## config.mk

```make
export PLATFORM = sky130hd
export DESIGN_NAME = fixed_point_divider
export DESIGN_NICKNAME = d
export VERILOG_FILES = /design/src/rtl/fixed_point_pkg.sv /design/src/rtl/fixed_point_divider_div_restore_step.sv /design/src/rtl/fixed_point_divider.sv
export SDC_FILE = /design/constraint.sdc
export NUM_CORES = 1
export LEC_CHECK = 0
export CAP_MARGIN = 10
export CORE_ASPECT_RATIO = 0.6
export CORE_MARGIN = 2
export CORE_UTILIZATION = 59
export DETAILED_ROUTE_END_ITERATION = 6
export HOLD_SLACK_MARGIN = 0.12
export PLACE_DENSITY = 0.81
export SYNTH_ARGS = -nofsm -noshare
export SYNTH_HDL_FRONTEND = slang
export SYNTH_SLANG_ARGS = --single-unit
```

## constraint.sdc

```tcl
create_clock -name clk -period 3 [get_ports clk]
set_input_delay 0.3 -clock clk [delete_from_list [all_inputs] [get_ports clk]]
set_output_delay 0.3 -clock clk [all_outputs]
set_load 0.05 [all_outputs]
```

## src/rtl/fixed_point_pkg.sv

```systemverilog
// Shared Q9.8 fixed-point definitions used by the divider and the Booth multiplier.
package fixed_point_pkg;

  localparam int WIDTH = 18;
  localparam int FRAC  = 8;
  localparam int QBITS = WIDTH + FRAC;

  localparam logic [WIDTH-1:0] Q_MAX_POS = 18'h1FFFF;
  localparam logic [WIDTH-1:0] Q_MIN_NEG = 18'h20000;
  localparam logic [WIDTH-1:0] Q_ONE     = 18'h00100;

  typedef enum logic [1:0] {
    IDLE   = 2'd0,
    CALC   = 2'd1,
    FINISH = 2'd2
  } div_state_t;

  // Unsigned magnitude of a two's complement value; -2^17 maps to 2^17, which
  // still fits WIDTH bits when read as unsigned.
  function automatic logic [WIDTH-1:0] q_mag(input logic [WIDTH-1:0] x);
    return x[WIDTH-1] ? (~x + 1'b1) : x;
  endfunction

endpackage

```

## src/rtl/fixed_point_divider_div_restore_step.sv

```systemverilog
// One radix-2 restoring division step: shift a numerator bit into the
// remainder, trial-subtract the divisor magnitude, keep or restore.
module div_restore_step
  import fixed_point_pkg::*;
(
  input  logic [WIDTH:0] rem_in,
  input  logic           num_bit,
  input  logic [WIDTH:0] dmag,
  output logic [WIDTH:0] rem_out,
  output logic           q_bit
);

  logic [WIDTH+1:0] shifted;
  logic [WIDTH:0]   diff;

  always_comb begin
    shifted = {rem_in, num_bit};
    diff    = shifted[WIDTH:0] - dmag;
    if (shifted >= {1'b0, dmag}) begin
      rem_out = diff;
      q_bit   = 1'b1;
    end else begin
      rem_out = shifted[WIDTH:0];
      q_bit   = 1'b0;
    end
  end

endmodule

```

## src/rtl/fixed_point_divider.sv

```systemverilog
// Iterative signed Q9.8 divider, one quotient bit per clock with start/busy/done.
// Define FIXED_POINT_DIVIDER_ROUND_EN for one extra bit and half-away-from-zero rounding.
module fixed_point_divider
  import fixed_point_pkg::*;
(
  input  logic             clk,
  input  logic             reset,
  input  logic             start,
  input  logic [WIDTH-1:0] dividend,
  input  logic [WIDTH-1:0] divisor,
  output logic             busy,
  output logic             done,
  output logic [WIDTH-1:0] quotient,
  output logic             div_by_zero,
  output div_state_t       fsm_state
);

`ifdef FIXED_POINT_DIVIDER_ROUND_EN
  localparam int NITER = QBITS + 1;
`else
  localparam int NITER = QBITS;
`endif
  localparam int CW = $clog2(NITER + 1);
  localparam logic [NITER-1:0] POS_LIM = NITER'((2 ** (WIDTH - 1)) - 1);
  localparam logic [NITER-1:0] NEG_LIM = NITER'(2 ** (WIDTH - 1));

  div_state_t       state;
  logic [CW-1:0]    cnt;
  logic [WIDTH-1:0] a_reg;
  logic [WIDTH-1:0] b_reg;
  logic [NITER-1:0] num_sr;
  logic [NITER-1:0] qmag;
  logic [WIDTH:0]   rem;
  logic [WIDTH:0]   dmag;
  logic [WIDTH:0]   rem_next;
  logic             q_bit;
  logic [NITER-1:0] rmag;
  logic [WIDTH-1:0] res_q;
  logic             res_z;
  logic             res_neg;

  assign fsm_state = state;

  div_restore_step u_step (
    .rem_in  (rem),
    .num_bit (num_sr[NITER-1]),
    .dmag    (dmag),
    .rem_out (rem_next),
    .q_bit   (q_bit)
  );

`ifdef FIXED_POINT_DIVIDER_ROUND_EN
  assign rmag = {1'b0, qmag[NITER-1:1]} + NITER'(qmag[0]);
`else
  assign rmag = qmag;
`endif

  // Sign, negation and saturation applied to the finished magnitude.
  always_comb begin
    res_neg = a_reg[WIDTH-1] ^ b_reg[WIDTH-1];
    res_z   = 1'b0;
    res_q   = '0;
    if (b_reg == '0) begin
      res_z = 1'b1;
      res_q = a_reg[WIDTH-1] ? Q_MIN_NEG : Q_MAX_POS;
    end else if (!res_neg) begin
      res_q = (rmag > POS_LIM) ? Q_MAX_POS : rmag[WIDTH-1:0];
    end else begin
      res_q = (rmag > NEG_LIM) ? Q_MIN_NEG : (~rmag[WIDTH-1:0] + 1'b1);
    end
  end

  always_ff @(posedge clk) begin
    if (reset) begin
      state       <= IDLE;
      cnt         <= '0;
      a_reg       <= '0;
      b_reg       <= '0;
      num_sr      <= '0;
      qmag        <= '0;
      rem         <= '0;
      dmag        <= '0;
      busy        <= 1'b0;
      done        <= 1'b0;
      quotient    <= '0;
      div_by_zero <= 1'b0;
    end else begin
      done <= 1'b0;
      case (state)
        IDLE: begin
          if (start) begin
            a_reg <= dividend;
            b_reg <= divisor;
            cnt   <= '0;
            busy  <= 1'b1;
            state <= CALC;
          end
        end
        CALC: begin
          // The first CALC cycle forms the magnitudes; the rest each retire one bit.
          if (cnt == '0) begin
            num_sr <= {q_mag(a_reg), {(NITER - WIDTH){1'b0}}};
            dmag   <= {1'b0, q_mag(b_reg)};
            rem    <= '0;
            qmag   <= '0;
          end else begin
            num_sr <= {num_sr[NITER-2:0], 1'b0};
            rem    <= rem_next;
            qmag   <= {qmag[NITER-2:0], q_bit};
          end
          if (cnt == CW'(NITER)) begin
            state <= FINISH;
          end
          cnt <= cnt + CW'(1);
        end
        FINISH: begin
          quotient    <= res_q;
          div_by_zero <= res_z;
          done        <= 1'b1;
          busy        <= 1'b0;
          cnt         <= '0;
          state       <= IDLE;
        end
        default: state <= IDLE;
      endcase
    end
  end

endmodule
```

==> impl_metrics.ini, run 1 <==
[worst_setup_path]
crit_buf_inv = 1
cp-end-kind = flip-flop
cp_data_arrival_time_ps = 3230
crit_required_ps = 3320
r2r_cells = 8
critPathSlowestCell = or3_1
crit_family = simple AND/OR/NAND/NOR gates
worstSetupPathType = flip-flop to flip-flop
path_depth = 8
max_stage_delay_ps = 590
crit_path_start_kind = flip-flop
path_cells = inv_1 -> ha_2 -> or3b_2 -> or4_4 -> or3_1 -> o31ai_2 -> a221oi_2 -> a22o_1
crit_fanout = 10

[cts]
cts.path.max_buffers = 2
cts_buffers = 17
clk_transition_reported_paths_ps = 70
clock_latency_ps = 430
cts_tree = done
root_buffer = clkbuf_16
holdBufCountCts = 0
htree_levels = 4
cts.sinks = 145

[yosys]
ys_seq_elements = 145
syn-cell-area_sq_mm = 0.00788
synth_ff_type = dfxtp_1
synthCells = 1030
ys_seq_area_share_pct = 36.8
synth_edf_count = 0
synthTopCellsByArea = dfxtp_1 37%, nand2_1 7.8%, a21oi_1 7.2%
yosysWarnings = 0
synthArstFlopShare_pct = 0
synth.distinct_cells = 71
avgSynthCellArea_sq_um = 7.65
yosysTopAreaCellShare_pct = 36.8
synth_nets = 1094
yosysTopAreaCell = dfxtp_1

[sta]
worstMarginPinSlew_ps = 870
skew_ps = 11.1
fmax_mhz = 343
final-setup-viol-count = 0
min_period_ps = 2920
maxSlewViolCount = 0
report.final.hold_viol_count = 0
setup_ws_ps = 83.0
rsz0062_at_grt = false
slew_headroom_pct = 42.0
tns_ps = 0
finalCritPeriodShare_pct = 97.2

[final_layout]
n_antenna_cell = 0
nets = 1128
areaGrowthSynthToFinish_pct = 17.3
top_regs = qmag: 26 flops, rem: 19 flops
fin_area_sq_mm = 0.00925
top_register = qmag
final_util_pct = 71.5
largest_reg_flops = 26
drive_gt1_share_pct = 7.99

[route]
drt-initial-drc-count = 853
avgRoutedWirePerCell_um = 16.9
vias = 7761
wl_um = 21100
drc = 0
drtAntennaViolNets = 0
first_pass_iters = 5
viasPerCell = 6.22

[global_routing]
grt_max_degree = 84
grt_pass1_vias = 6865
grt_pass1_wl_um = 35400
grt_use_total_pct = 30.1
grt_overflow = 0
antenna_found_initial = 0

[placed_design]
port-buffer-count = 61
place_ws_ps = -145
place_congestion = 0.943
placed_area_sq_mm = 0.00864
dp_hpwl_um = 14500

[floorplanning]
num_io_pins = 62
core_area_sq_mm = 0.0129
num_rows = 32
start_util_pct = 61.0
die_x_um = 153
die-area_sq_mm = 0.0143
fp.dieH_um = 93.5

[pwr]
p_clk_share_pct = 40.6
power_uw = 5220
internal_power_uw = 3590
switching_share_pct = 31.2
cellPowerDensity_mw_per_mm2 = 564
ir_worst_vdd_v = 0.000388
combPwrFrac_pct = 19.8
p_leak_uw = 0.00344
netSwitchingPower_uw = 1630
seqPwrFrac_pct = 39.6

[min_path]
hold_class = primary input to flip-flop
worst_hold_path.num_cells = 2

[status]
status = finished, final reports clean

[flow_run]
cap_violations = 0
[power groups by stage]
stage	registers (uW)	clock network [uW]	logic (uW)
floorplan	2090	0	718
global placement	2100	0	977
detailed placement	2100	0	985
CTS	2060	2140	1000
global route	2070	2230	1130
finish	2060	2120	1030
[synth_stat cells (9+ instances only)]
| cell | count |
|---|---|
| nor3_1 | 18 |
| a21oi_1 | 114 |
| xor2_1 | 30 |
| a32oi_1 | 11 |
| nand4_1 | 9 |
| dfxtp_1 | 145 |
| nor4_1 | 10 |
| inv_1 | 35 |
| a211oi_1 | 34 |
| buf_1 | 10 |
| nand2_1 | 163 |
| o21ai_0 | 40 |
| clkbuf_1 | 58 |
| ha_1 | 24 |
| nand2b_1 | 10 |
| nand3_1 | 52 |
| nor2_1 | 95 |
| xnor2_1 | 13 |
| o31ai_1 | 13 |
[worst register-to-register path, cell delays in order (launching register included)]
cell,delay (ps)
dfxtp_1,340
inv_1,110
ha_2,240
or3b_2,450
or4_4,550
or3_1,600
o31ai_2,170
a221oi_2,120
a22o_1,250
[logic make-up after synthesis]
kind of cell	Yosys count	synth area share [%]
mux	7	0.889
buf+inv	110	5.46
flops	145	36.8
compound gates	291	23.9
simple gates	409	24.1
fa+ha+maj	25	4.06
xor+xnor	43	4.78
[layout make-up]
class | instances | area (sq um)
inverters | 35 | 131
well taps | 170 | 213
repair buffers | 90 | 830
flip-flops and latches | 145 | 2900
clock inverters | 15 | 160
multi-input cells | 775 | 4590
clock buffers | 17 | 425
fillers | 1055 | 3680
[routing by layer]
layer	GRT usage [%]	share of wire, %
met4	7.25	1.1
met5	0	0
met3	6.12	9.6
met2	41.3	40
met1	47.4	50
[what timing repair did]
action	4_1_cts	5_1_grt
endpoints found under the hold margin	0	0
buffers inserted	0	1
gates cloned	0	0
resized for setup	1	2
pin swaps	0	1
endpoints found under the setup margin	8	13
[cells in the final DEF (no fill, tap or decap), drive strengths merged, types with 3 or more instances in the layout]
cell type / instances
clkdlybuf4s50: 60
nor3: 19
o41a: 3
mux2i: 7
inv: 44
a21oi: 115
o41ai: 8
nand2b: 10
or4: 8
ha: 24
o221ai: 3
nor4: 11
o21a: 8
xor2: 30
clkinv: 3
nand2: 163
nor2b: 6
o211ai: 8
xnor2: 13
o21ai: 42
nor2: 95
clkbuf: 17
a31oi: 8
a311oi: 5
nand3: 52
nand3b: 4
or2: 3
buf: 30
a22o: 4
a32oi: 11
or3: 9
dfxtp: 145
nor3b: 7
nand4: 9
o311ai: 4
o31a: 4
a211oi: 34
o31ai: 14
[stage by stage]
stage	std cells	hold WS [ps]
6_report	1247	288
5_1_grt	1247	306
4_1_cts	1246	295
3_5_place_dp	1214	445
3_3_place_gp	1214	439
2_1_floorplan	1030	421
[worst paths after layout]
| kind | startpoint | endpoint | slack [ps] |
|---|---|---|---|
| setup reg to reg | b_reg[0] | quotient[10] | 80 |
| hold reg to reg | num_sr[8] | num_sr[8] | 450 |
| hold / removal | reset | cnt[0] | 290 |
| setup / recovery | b_reg[0] | quotient[10] | 80 |
Power figures use the tool's default switching activity.
==> run 2, diff against run 1 <==
Settings changed: SKIP_LAST_GASP from default to 1.
==> results of run 2 <==
No change in the layout: final DEF, timing and power equal those of run 1.
